[config.mk]
export PLATFORM = sky130hd
export DESIGN_NAME = alu_sequencer
export DESIGN_NICKNAME = d
export VERILOG_FILES = /design/src/rtl/alu_sequencer.sv
export SDC_FILE = /design/constraint.sdc
export NUM_CORES = 1
export LEC_CHECK = 0
export BUFFER_PORTS_ARGS = -buffer_cell sky130_fd_sc_hd__buf_2
export CAP_MARGIN = 25
export CELL_PAD_IN_SITES_DETAIL_PLACEMENT = 1
export CELL_PAD_IN_SITES_GLOBAL_PLACEMENT = 2
export CORE_MARGIN = 2
export CORE_UTILIZATION = 30
export CTS_BUF_LIST = sky130_fd_sc_hd__clkbuf_2 sky130_fd_sc_hd__clkbuf_4 sky130_fd_sc_hd__clkbuf_8
export CTS_CLUSTER_DIAMETER = 50
export CTS_CLUSTER_SIZE = 30
export DETAILED_ROUTE_END_ITERATION = 10
export GPL_ROUTABILITY_DRIVEN = 0
export PLACE_DENSITY = 0.85
export SKIP_LAST_GASP = 1
export SYNTH_ARGS = -nofsm -noshare
export SYNTH_HDL_FRONTEND = slang
export SYNTH_SLANG_ARGS = --single-unit
export TNS_END_PERCENT = 5
[constraint.sdc]
create_clock -name clk -period 2.4 [get_ports clk]
set_clock_uncertainty 0.05 [all_clocks]
set_input_delay 0 -clock clk [delete_from_list [all_inputs] [get_ports clk]]
set_output_delay 0 -clock clk [all_outputs]
set_load 0.01 [all_outputs]
[src/rtl/alu_sequencer.sv]
// Sequencer that owns the shared 32-bit combinational ALU: single-pass ops take one ALU
// pass, MULTU runs a shift-add loop through the ALU's ADD path to build a 64-bit product.
module alu_sequencer #(
    parameter int WIDTH    = 32,
    parameter int MUL_ITER = 32
) (
    input  logic             clk,
    input  logic             reset,
    input  logic             req_valid,
    output logic             req_ready,
    input  logic [5:0]       req_funct,
    input  logic [WIDTH-1:0] req_a,
    input  logic [WIDTH-1:0] req_b,
    output logic             resp_valid,
    input  logic             resp_ready,
    output logic [WIDTH-1:0] resp_lo,
    output logic [WIDTH-1:0] resp_hi,
    output logic             resp_err,
    output logic             busy,
    output logic [WIDTH-1:0] alu_a,
    output logic [WIDTH-1:0] alu_b,
    output logic [5:0]       alu_signal,
    input  logic [WIDTH-1:0] alu_out
);

    localparam logic [1:0] S_IDLE = 2'd0;
    localparam logic [1:0] S_EXEC = 2'd1;
    localparam logic [1:0] S_MUL  = 2'd2;
    localparam logic [1:0] S_DONE = 2'd3;

    localparam logic [5:0] F_AND   = 6'b100100;
    localparam logic [5:0] F_OR    = 6'b100101;
    localparam logic [5:0] F_ADD   = 6'b100000;
    localparam logic [5:0] F_SUB   = 6'b100010;
    localparam logic [5:0] F_SLT   = 6'b101010;
    localparam logic [5:0] F_MULTU = 6'b011001;

    localparam logic [4:0] LAST_ITER = 5'(MUL_ITER - 1);

    logic [1:0]       r_state;
    logic [WIDTH-1:0] r_a;
    logic [WIDTH-1:0] r_b;
    logic [5:0]       r_funct;
    logic [WIDTH-1:0] r_hi;
    logic [WIDTH-1:0] r_lo;
    logic [4:0]       r_cnt;
    logic             r_err;

    logic             w_single;
    logic [WIDTH-1:0] w_alu_a;
    logic [WIDTH-1:0] w_alu_b;
    logic [5:0]       w_alu_signal;
    logic             w_carry;

    always_comb begin
        w_single = 1'b0;
        case (req_funct)
            F_AND, F_OR, F_ADD, F_SUB, F_SLT: w_single = 1'b1;
            default:                          w_single = 1'b0;
        endcase
    end

    always_comb begin
        w_alu_a      = '0;
        w_alu_b      = '0;
        w_alu_signal = '0;
        case (r_state)
            S_EXEC: begin
                w_alu_a      = r_a;
                w_alu_b      = r_b;
                w_alu_signal = r_funct;
            end
            S_MUL: begin
                w_alu_a      = r_hi;
                w_alu_b      = r_lo[0] ? r_a : '0;
                w_alu_signal = F_ADD;
            end
            default: ;
        endcase
    end

    // Carry-out of the ALU addition recovered from the operand and sum MSBs.
    assign w_carry = (r_hi[WIDTH-1] & w_alu_b[WIDTH-1])
                   | ((r_hi[WIDTH-1] | w_alu_b[WIDTH-1]) & ~alu_out[WIDTH-1]);

    always_ff @(posedge clk) begin
        if (!reset) begin
            r_state <= S_IDLE;
            r_a     <= '0;
            r_b     <= '0;
            r_funct <= '0;
            r_hi    <= '0;
            r_lo    <= '0;
            r_cnt   <= '0;
            r_err   <= 1'b0;
        end else begin
            case (r_state)
                S_IDLE: begin
                    if (req_valid) begin
                        r_a     <= req_a;
                        r_b     <= req_b;
                        r_funct <= req_funct;
                        if (w_single) begin
                            r_state <= S_EXEC;
                        end else if (req_funct == F_MULTU) begin
                            r_hi    <= '0;
                            r_lo    <= req_b;
                            r_cnt   <= '0;
                            r_state <= S_MUL;
                        end else begin
                            r_hi    <= '0;
                            r_lo    <= '0;
                            r_err   <= 1'b1;
                            r_state <= S_DONE;
                        end
                    end
                end
                S_EXEC: begin
                    r_lo    <= alu_out;
                    r_hi    <= '0;
                    r_err   <= 1'b0;
                    r_state <= S_DONE;
                end
                S_MUL: begin
                    // 65-bit {carry, sum, lo} shifted right by one, low 64 bits kept.
                    {r_hi, r_lo} <= {w_carry, alu_out, r_lo[WIDTH-1:1]};
                    r_cnt        <= r_cnt + 5'd1;
                    if (r_cnt == LAST_ITER) begin
                        r_err   <= 1'b0;
                        r_state <= S_DONE;
                    end
                end
                default: begin
                    if (resp_ready) begin
                        r_state <= S_IDLE;
                    end
                end
            endcase
        end
    end

    assign req_ready  = (r_state == S_IDLE);
    assign busy       = (r_state != S_IDLE);
    assign resp_valid = (r_state == S_DONE);
    assign resp_lo    = resp_valid ? r_lo : '0;
    assign resp_hi    = resp_valid ? r_hi : '0;
    assign resp_err   = resp_valid & r_err;
    assign alu_a      = w_alu_a;
    assign alu_b      = w_alu_b;
    assign alu_signal = w_alu_signal;

endmodule

==> results.cfg <==
[outcome]
outcome = completed

[layout]
postLayoutCellArea_um2 = 11100
area_delta_synth_final_pct = 41.2
layout.filler_cells = 3116
design.final.nets = 1406
final_util = 0.430
drive_above_1_share = 0.246

[worst_hold_path]
hold_path_startpoint = resp_ready
timing.hold.worst.class = input pin to register

[logic_synthesis]
synth_seq_cells = 142
synth.avg_cell_area_um2 = 8.02
mappedNetlistArea_um2 = 7890
synth-seq-area-share = 0.360
synth-edff-count = 0
synth_fp_nets = 1095
synthesis.instances = 983
ys.warnings.count = 0
netlist-cell-type-count = 41
synthArstFlopShare = 0
ys_dominant_reg_cell = sky130_fd_sc_hd__dfxtp_1

[clocking]
cts_tree = done
cts.sinks = 142
cts_max_level = 4
max-clock-path-buffers = 2
worst_setup_hold_path_clk_slew_ns = 0.09
clock_insertion_delay_worst_skew_ns = 0.45
cts-buffers-inserted = 17
clk_root_buffer_cell = sky130_fd_sc_hd__clkbuf_8

[timing]
hold_violations = 0
number_of_setup_violations_in_the_final_report = 0
timing.max_slew.rel_slack = 0.668
fin_setup_tns_ns = 0
final_period_minus_worst_setup_slack_ns = 2.37
slew_viol_final = 0
fmax_ghz = 0.423
grt_setup_unrepaired = yes
post-route-period-util = 0.986
worst_slew_pin_slew_ns = 0.484

[critical_path]
start_kind = register
critical_path_class = register to register
worst-path-max-fanout = 35
required_time_at_the_endpoint_of_the_critical_path_ns = 2.76
cp-startpoint = r_state[1]
rr_startpoint = r_state[1]
critical_path_arrival_ns = 2.72
crit_path_end_kind = register

[power_and_ir_drop]
power-per-cell-area_nw_per_um2 = 932
largest_vdd_supply_drop_uv = 770
total_power_mw = 10.4
power.static_leakage_nw = 4.73

[global_routing]
grt.met3_usage = 0.0398
grtUsageTotal = 0.229
global_route.usage.met1 = 0.301
grt_antenna_before_repair = 1
globalRouteOverflowTotal = 0
grt_first_pass_wirelength_um = 51300
grt_use_met2 = 0.386
global_route.peak_usage_layer = met2
grt_start_max_net_pins = 71
first_global_vias = 9133

[placed_design]
dpl-instance-area_um2 = 9430
dp_hpwl_um = 20600
place.port_buffers = 243

[routing]
wl_per_cell_um = 19.9
num_vias = 8587
drcViolationCount = 0
via_to_cell_ratio = 5.23
drtAntennaViolNets = 0
drt_pre_antenna_iters = 5
route.final.wire_length_um = 32600
drt-initial-drc-count = 500

[floorplanning]
die-area_um2 = 27600
initial_core_utilization = 0.304
standard_cell_row_count = 59
standard_cell_core_area_um2 = 25900
die_x_um = 166
top_level_pins = 244
floorplan.die.height_um = 166

[flow_run]
maxCapViolCount = 0
-- cell usage in the layout, fill, tap and decap left out, drive strengths merged, types with 7 or more instances in the layout --
cell         instances
and2                67
a21oi               35
dlygate4sd3        122
a2bb2oi             32
a22o                32
buf                273
and3                 7
nand3               34
clkbuf              19
nand2              153
a21boi             107
dfxtp              142
o31ai               32
nor2b               68
o211ai              31
a22oi               63
inv                 43
-- cell usage after synthesis (32+ instances only) --
cell type	n	area, um2
sky130_fd_sc_hd__a21boi_0	79	593
sky130_fd_sc_hd__a21oi_1	35	175
sky130_fd_sc_hd__a22o_1	32	280
sky130_fd_sc_hd__a22oi_1	63	473
sky130_fd_sc_hd__a2bb2oi_1	32	280
sky130_fd_sc_hd__and2_1	67	419
sky130_fd_sc_hd__clkbuf_1	82	308
sky130_fd_sc_hd__dfxtp_1	142	2840
sky130_fd_sc_hd__inv_1	37	139
sky130_fd_sc_hd__nand2_1	153	574
sky130_fd_sc_hd__nand3_1	34	170
sky130_fd_sc_hd__nor2b_1	68	425
sky130_fd_sc_hd__o31ai_1	32	240
-- timing repair --
| item | CTS | global route |
|---|---|---|
| setup buffers | 0 | 1 |
| gates resized for setup | 1 | 8 |
| cloned | 0 | 1 |
| hold buffers | 122 | 0 |
| endpoints found under the hold margin | 140 | 0 |
| setup endpoints to repair | 24 | 33 |
| pin swaps | 0 | 1 |
-- worst max-delay path, stage by stage (launching register included) --
cell and delay [ns]:
sky130_fd_sc_hd__dfxtp_1 0.39, sky130_fd_sc_hd__inv_1 0.18, sky130_fd_sc_hd__ha_4 0.23, sky130_fd_sc_hd__and2_2 0.26, sky130_fd_sc_hd__buf_16 0.26, sky130_fd_sc_hd__nand2_1 0.12, sky130_fd_sc_hd__a21boi_0 0.22, sky130_fd_sc_hd__dlygate4sd3_1 0.58
-- worst paths after layout --
kind              depth (start not counted)  slack [ns]          to
setup / recovery                          7        0.03     r_a[16]
setup reg to reg                          7        0.03     r_a[16]
hold / removal                            5        0.11  r_state[1]
hold reg to reg                           2        0.41  r_funct[2]
-- kinds of logic (layout without fill, tap and decap cells) --
group | count (synthesis) | after routing | synth area share
adders and majority gates | 6 | 6 | 0.00952
buffers and inverters | 141 | 465 | 0.0757
other | 0 | 1 | 0
muxes | 2 | 2 | 0.00254
DFF | 142 | 142 | 0.360
and+or+nand+nor | 347 | 347 | 0.222
AOI/OAI and AO/OA | 345 | 345 | 0.330
-- metrics by stage --
step	setup slack [ns]	instances	hold slack [ns]
2_1_floorplan	0.522	983	0.0949
3_3_place_gp	0.448	1486	0.208
3_5_place_dp	0.346	1486	0.211
4_1_cts	-0.0320	1640	0.0591
5_1_grt	-0.0481	1642	0.138
6_report	0.0346	1643	0.109
-- layer usage --
layer  part of all wire  up-vias  routed length, um
met4              0.018        0                603
met5                  0        -                  0
met1               0.46     4246              15100
met3              0.041       43               1340
li1                   -     4070                  -
met2               0.48      228              15600
-- state kept, by name (all words and copies together) (netlist names) --
| register | count |
|---|---|
| r_lo | 32 |
| r_a | 32 |
| r_hi | 32 |
| r_funct | 6 |
| r_cnt | 5 |
| r_err | 1 |
| r_state | 2 |
| r_b | 32 |
-- power breakdown --
part	total [mW]	internal [mW]	switching (mW)
Combinational	5.15	1.93	3.22
Clock	2.06	0.975	1.09
Sequential	3.16	2.80	0.365
-- final cells by class --
class,instances,area (um2),share of cell area
diodes,1,2.50,0.000225
inverters,37,139,0.0125
repair buffers,396,2810,0.253
multi-input cells,700,4510,0.405
well taps,335,419,0.0376
clock buffers,18,248,0.0222
flip-flops and latches,142,2840,0.255
clock inverters,14,158,0.0142
Power figures use the tool's default switching activity.
